--- config.mk ---
export PLATFORM = sky130hd
export DESIGN_NAME = filter_pad_feeder
export DESIGN_NICKNAME = d
export VERILOG_FILES = /design/src/rtl/filter_pad_feeder.sv
export SDC_FILE = /design/constraint.sdc
export NUM_CORES = 1
export LEC_CHECK = 0
export CAP_MARGIN = 0
export CORE_UTILIZATION = 49
export DETAILED_ROUTE_END_ITERATION = 8
export MAX_ROUTING_LAYER = met4
export PLACE_DENSITY = 0.79
export RECOVER_POWER = 50
export SETUP_SLACK_MARGIN = 0.05
export SYNTH_ARGS = -nofsm -noshare
export SYNTH_HDL_FRONTEND = slang
export SYNTH_SLANG_ARGS = --single-unit
--- constraint.sdc ---
create_clock -name clk -period 5.7 [get_ports clk]
set_clock_uncertainty 0.15 [all_clocks]
set_input_delay 1.425 -clock clk [delete_from_list [all_inputs] [get_ports clk]]
set_output_delay 1.425 -clock clk [all_outputs]
set_load 0.02 [all_outputs]
--- src/rtl/filter_pad_feeder.sv ---
// Zero-padding stream source for the 3x3 line-buffer filter: wraps each image
// row in pad zero pixels and adds pad all-zero rows above and below the image.
module filter_pad_feeder #(
    parameter int img_width   = 320,
    parameter int img_height  = 240,
    parameter int kernel_size = 3
) (
    input  logic        clk,
    input  logic        reset,
    input  logic        iValid,
    output logic        oReady,
    input  logic [23:0] iData,
    input  logic        iStall,
    output logic        oValid,
    output logic [23:0] oData,
    output logic        oSof,
    output logic        oDone
);

    localparam int PAD   = (kernel_size - 1) / 2;
    localparam int OUT_W = img_width + 2 * PAD;
    localparam int OUT_H = img_height + 2 * PAD;
    localparam int CW    = $clog2(OUT_W + 1);
    localparam int RW    = $clog2(OUT_H + 1);

    localparam logic [CW-1:0] C_LEFT  = CW'(PAD);
    localparam logic [CW-1:0] C_RIGHT = CW'(img_width + PAD);
    localparam logic [CW-1:0] C_LAST  = CW'(OUT_W - 1);
    localparam logic [RW-1:0] R_TOP   = RW'(PAD);
    localparam logic [RW-1:0] R_BOT   = RW'(img_height + PAD);
    localparam logic [RW-1:0] R_LAST  = RW'(OUT_H - 1);

    localparam logic [0:0] S_IDLE   = 1'b0;
    localparam logic [0:0] S_ACTIVE = 1'b1;

    logic [0:0]    r_state;
    logic [CW-1:0] r_col;
    logic [RW-1:0] r_row;
    logic          r_valid;
    logic [23:0]   r_data;
    logic          r_sof;
    logic          r_done;

    logic w_active;
    logic w_border;
    logic w_emit;
    logic w_colLast;
    logic w_lastPos;
    logic w_firstPos;

    assign w_active   = (r_state == S_ACTIVE);
    assign w_border   = (r_row < R_TOP) || (r_row >= R_BOT) ||
                        (r_col < C_LEFT) || (r_col >= C_RIGHT);
    // Border pixels are synthesised locally, so only interior ones wait on upstream.
    assign w_emit     = w_active && !iStall && (w_border || iValid);
    assign w_colLast  = (r_col == C_LAST);
    assign w_lastPos  = w_colLast && (r_row == R_LAST);
    assign w_firstPos = (r_col == '0) && (r_row == '0);

    assign oReady = w_active && !w_border && !iStall;
    assign oValid = r_valid;
    assign oData  = r_data;
    assign oSof   = r_sof;
    assign oDone  = r_done;

    always_ff @(posedge clk or posedge reset) begin
        if (reset) begin
            r_state <= S_IDLE;
            r_col   <= '0;
            r_row   <= '0;
            r_valid <= 1'b0;
            r_data  <= '0;
            r_sof   <= 1'b0;
            r_done  <= 1'b0;
        end else begin
            r_valid <= w_emit;
            r_sof   <= w_emit && w_firstPos;
            r_done  <= w_emit && w_lastPos;
            if (w_emit) begin
                r_data <= w_border ? 24'h0 : iData;
            end

            case (r_state)
                S_IDLE: begin
                    r_col <= '0;
                    r_row <= '0;
                    if (iValid) begin
                        r_state <= S_ACTIVE;
                    end
                end
                S_ACTIVE: begin
                    if (w_emit) begin
                        if (w_lastPos) begin
                            r_state <= S_IDLE;
                            r_col   <= '0;
                            r_row   <= '0;
                        end else if (w_colLast) begin
                            r_col <= '0;
                            r_row <= r_row + RW'(1);
                        end else begin
                            r_col <= r_col + CW'(1);
                        end
                    end
                end
                default: r_state <= S_IDLE;
            endcase
        end
    end

endmodule

==> metrics.txt <==
total power 0.9769 mW; most area-consuming cells after synthesis dfrtp_1 51%, a22o_1 10%, ha_1 3.4%; Clock Tree Buf Depth 2; 1st-pass router iterations 4; Reg power frac 0.441; first-pass GRT wire length 8.349 mm; met3 Use GR 0.06686; NumNets Final 287; Max Cap Violations 1; initial core utilization 0.5115; Die Footprint 4818 sq um; Int Power 0.6607 mW; CP required 4.12 ns; clock share of power 0.242; yosys warns 0; most common cell after layout, fill and taps aside dfrtp_1; flops & latches, synth 45; WHS Path Cells 1; GR Util met1 0.3071; DP Cell Count 298; CP Class input pin to primary output; Startpoint Class input pin; PortBufs 55; EDFF count, synth 0; Area Growth Syn to Fin 29.05%; Setup WS post-layout 1.064 ns; die width about 69 um; Post-CTS Setup Bufs 0; setup TNS 0 ns; core area 4354 sq um; sequential area share after synthesis 0.5056; P_leak approximately 1.3 nW; Max VDD drop about 0.00023 V; num ports 56; FP Rows 24; Worst path slowest cell dlygate4sd3_1; Post-Syn Nets 232; H-tree depth 2; most frequent cells in the layout 45 x dfrtp_1, 44 x clkdlybuf4s50_1, 26 x a22o_1, 15 x nand2_1, 13 x nor2_1; fin cells slightly above 300; fillcell total 344; # hold bufs at CTS 0; GR Util met2 0.3182; Finished Cell Area ~2900 sq um; initial antenna violation count 0; Synth cell types 48; power per cell area 339.9 nW/um^2; Die Span Y approximately 69 um; failing checks capacitance limit, slew limit; GRT Resource Usage Total 0.2243; fin crit share 0.8134; vias in the first global route 1731; via count about 1800; Data arrival, critical path 3.06 ns; worst path cell trace dlygate4sd3_1 -> nand2b_1 -> nor2_1 -> clkdlybuf4s50_1; DRC 0; Syn Inst Count 198; Fin. Hold Viols 0; Clk pin slew, worst setup/hold paths 0.08 ns; crit-path leading delay family buffers and inverters; Slew HR -0.5808; Top Usage Layer GRT met2; HPWL Detailed about 3.3 mm; DP Worst Slack 1.142 ns; R2R depth 6; drt wl/cell 16.03 um; Post-CTS Resized 0; Cell Area, Synth roughly 2200 sq um; placed inst area 2774 sq um; pin count of the biggest net entering global routing 46; clock latency on the worst-skew pair 0.30 ns; Net Sw Power 0.3162 mW; layout cells sized above 1 0.07510; sw frac 0.3237; Worst Hold Class flip-flop to flip-flop; Mapped Avg Cell Area 11.25 sq um; cell taking the most area after synthesis dfrtp_1; min Tclk post-route between 4 and 5 ns; DR vias/cell 5.823; Post-synth ARST share 1.000; gpl congestion 0.8371; CTS buffer count 5; Util after Layout 0.6601; final slew viol count between 40 and 50; Setup Viol. Count Final 0; achievable frequency roughly 0.22 GHz; CTS tree done; Antenna Violating Nets Remaining 0; combinational power share 0.317; Crit Path Max Fanout 8; final WL between 4 and 5 mm; Root Buffer clkbuf_8; worst slew pin tran 2.371 ns; slowest stage delay, CP 0.65 ns; outcome finished with violations; Crit path depth 4; share of the synthesized area in the top cell type 0.5056; clock sink total 45; Iteration-0 DRC Markers around 100; crit path buf inv count 2; global-route congestion overflow total 0; Antenna diodes 0; unrepaired setup endpoints after global routing false; Hold WS 0.3509 ns; ys flop type dfrtp_1; crit end category primary output
==> cells in the mapped netlist, types with 3 or more instances <==
library cell  number
inv_1              9
a31oi_1            5
buf_6              6
ha_1               6
a21oi_1            4
nor2b_1            3
o21a_1             3
o21ai_0            8
dfrtp_1           45
nor3_1             3
a31o_1             4
nor2_1            13
nand3_1            5
nand2_1           15
and3_1             5
a22o_1            26
==> metal layers <==
layer | part of all wire | wire length [um]
met5 | 0 | 0
met4 | 0.0098 | 48
met3 | 0.069 | 335
met2 | 0.45 | 2210
met1 | 0.47 | 2295
==> power groups by stage <==
stage	Sequential (mW)	Clock, mW	Combinational [mW]
2_1_floorplan	0.477	0	0.147
3_3_place_gp	0.433	0	0.310
3_5_place_dp	0.437	0	0.314
4_1_cts	0.430	0.239	0.316
5_1_grt	0.441	0.251	0.339
6_report	0.431	0.236	0.310
==> flip-flops by register name (all words and copies together), names as in the netlist <==
name     cells
oData       24
r_row        8
oSof         1
oDone        1
r_col        9
oValid       1
r_state      1
==> final cells by class <==
type	count	area [sq um]	share of cell area
repair buffers	56	554.3	0.1929
well taps	52	65.06	0.02264
clock buffers	5	68.82	0.02394
flip-flops and latches	45	1126	0.3918
clock inverters	2	35.03	0.01219
multi-input cells	136	991.0	0.3448
inverters	9	33.78	0.01175
==> worst reg2reg max path: cells and delay by family (launching register included) <==
kind,cells,cell delay [ns]
buffers and inverters,1,0.15
DFF,1,0.46
AOI/OAI and AO/OA,2,1.17
and+or+nand+nor,2,0.39
muxes,1,0.43
==> cells by family after synthesis <==
logic type | count (synthesis) | share of synthesized area
compound gates | 59 | 0.2096
xor+xnor | 1 | 0.003933
fa+ha+maj | 6 | 0.03371
buf+inv | 17 | 0.04943
flops | 45 | 0.5056
mux | 3 | 0.01573
simple gates | 67 | 0.1820
==> path summary, 6_finish.rpt <==
kind	from	slack (ns)	endpoint
worst min-delay path	oData[23]$_DFFE_PP0P_	0.35	oData[23]$_DFFE_PP0P_
max in group asynchronous	reset	1.75	oData[3]$_DFFE_PP0P_
min in group asynchronous	reset	2.31	r_row[7]$_DFFE_PP0P_
worst min register to register	oData[23]$_DFFE_PP0P_	0.35	oData[23]$_DFFE_PP0P_
worst max register to register	r_col[3]$_DFFE_PP0P_	2.85	r_col[0]$_DFFE_PP0P_
worst max-delay path	iStall	1.06	oReady
No activity file was read; power rests on OpenSTA's default activity.
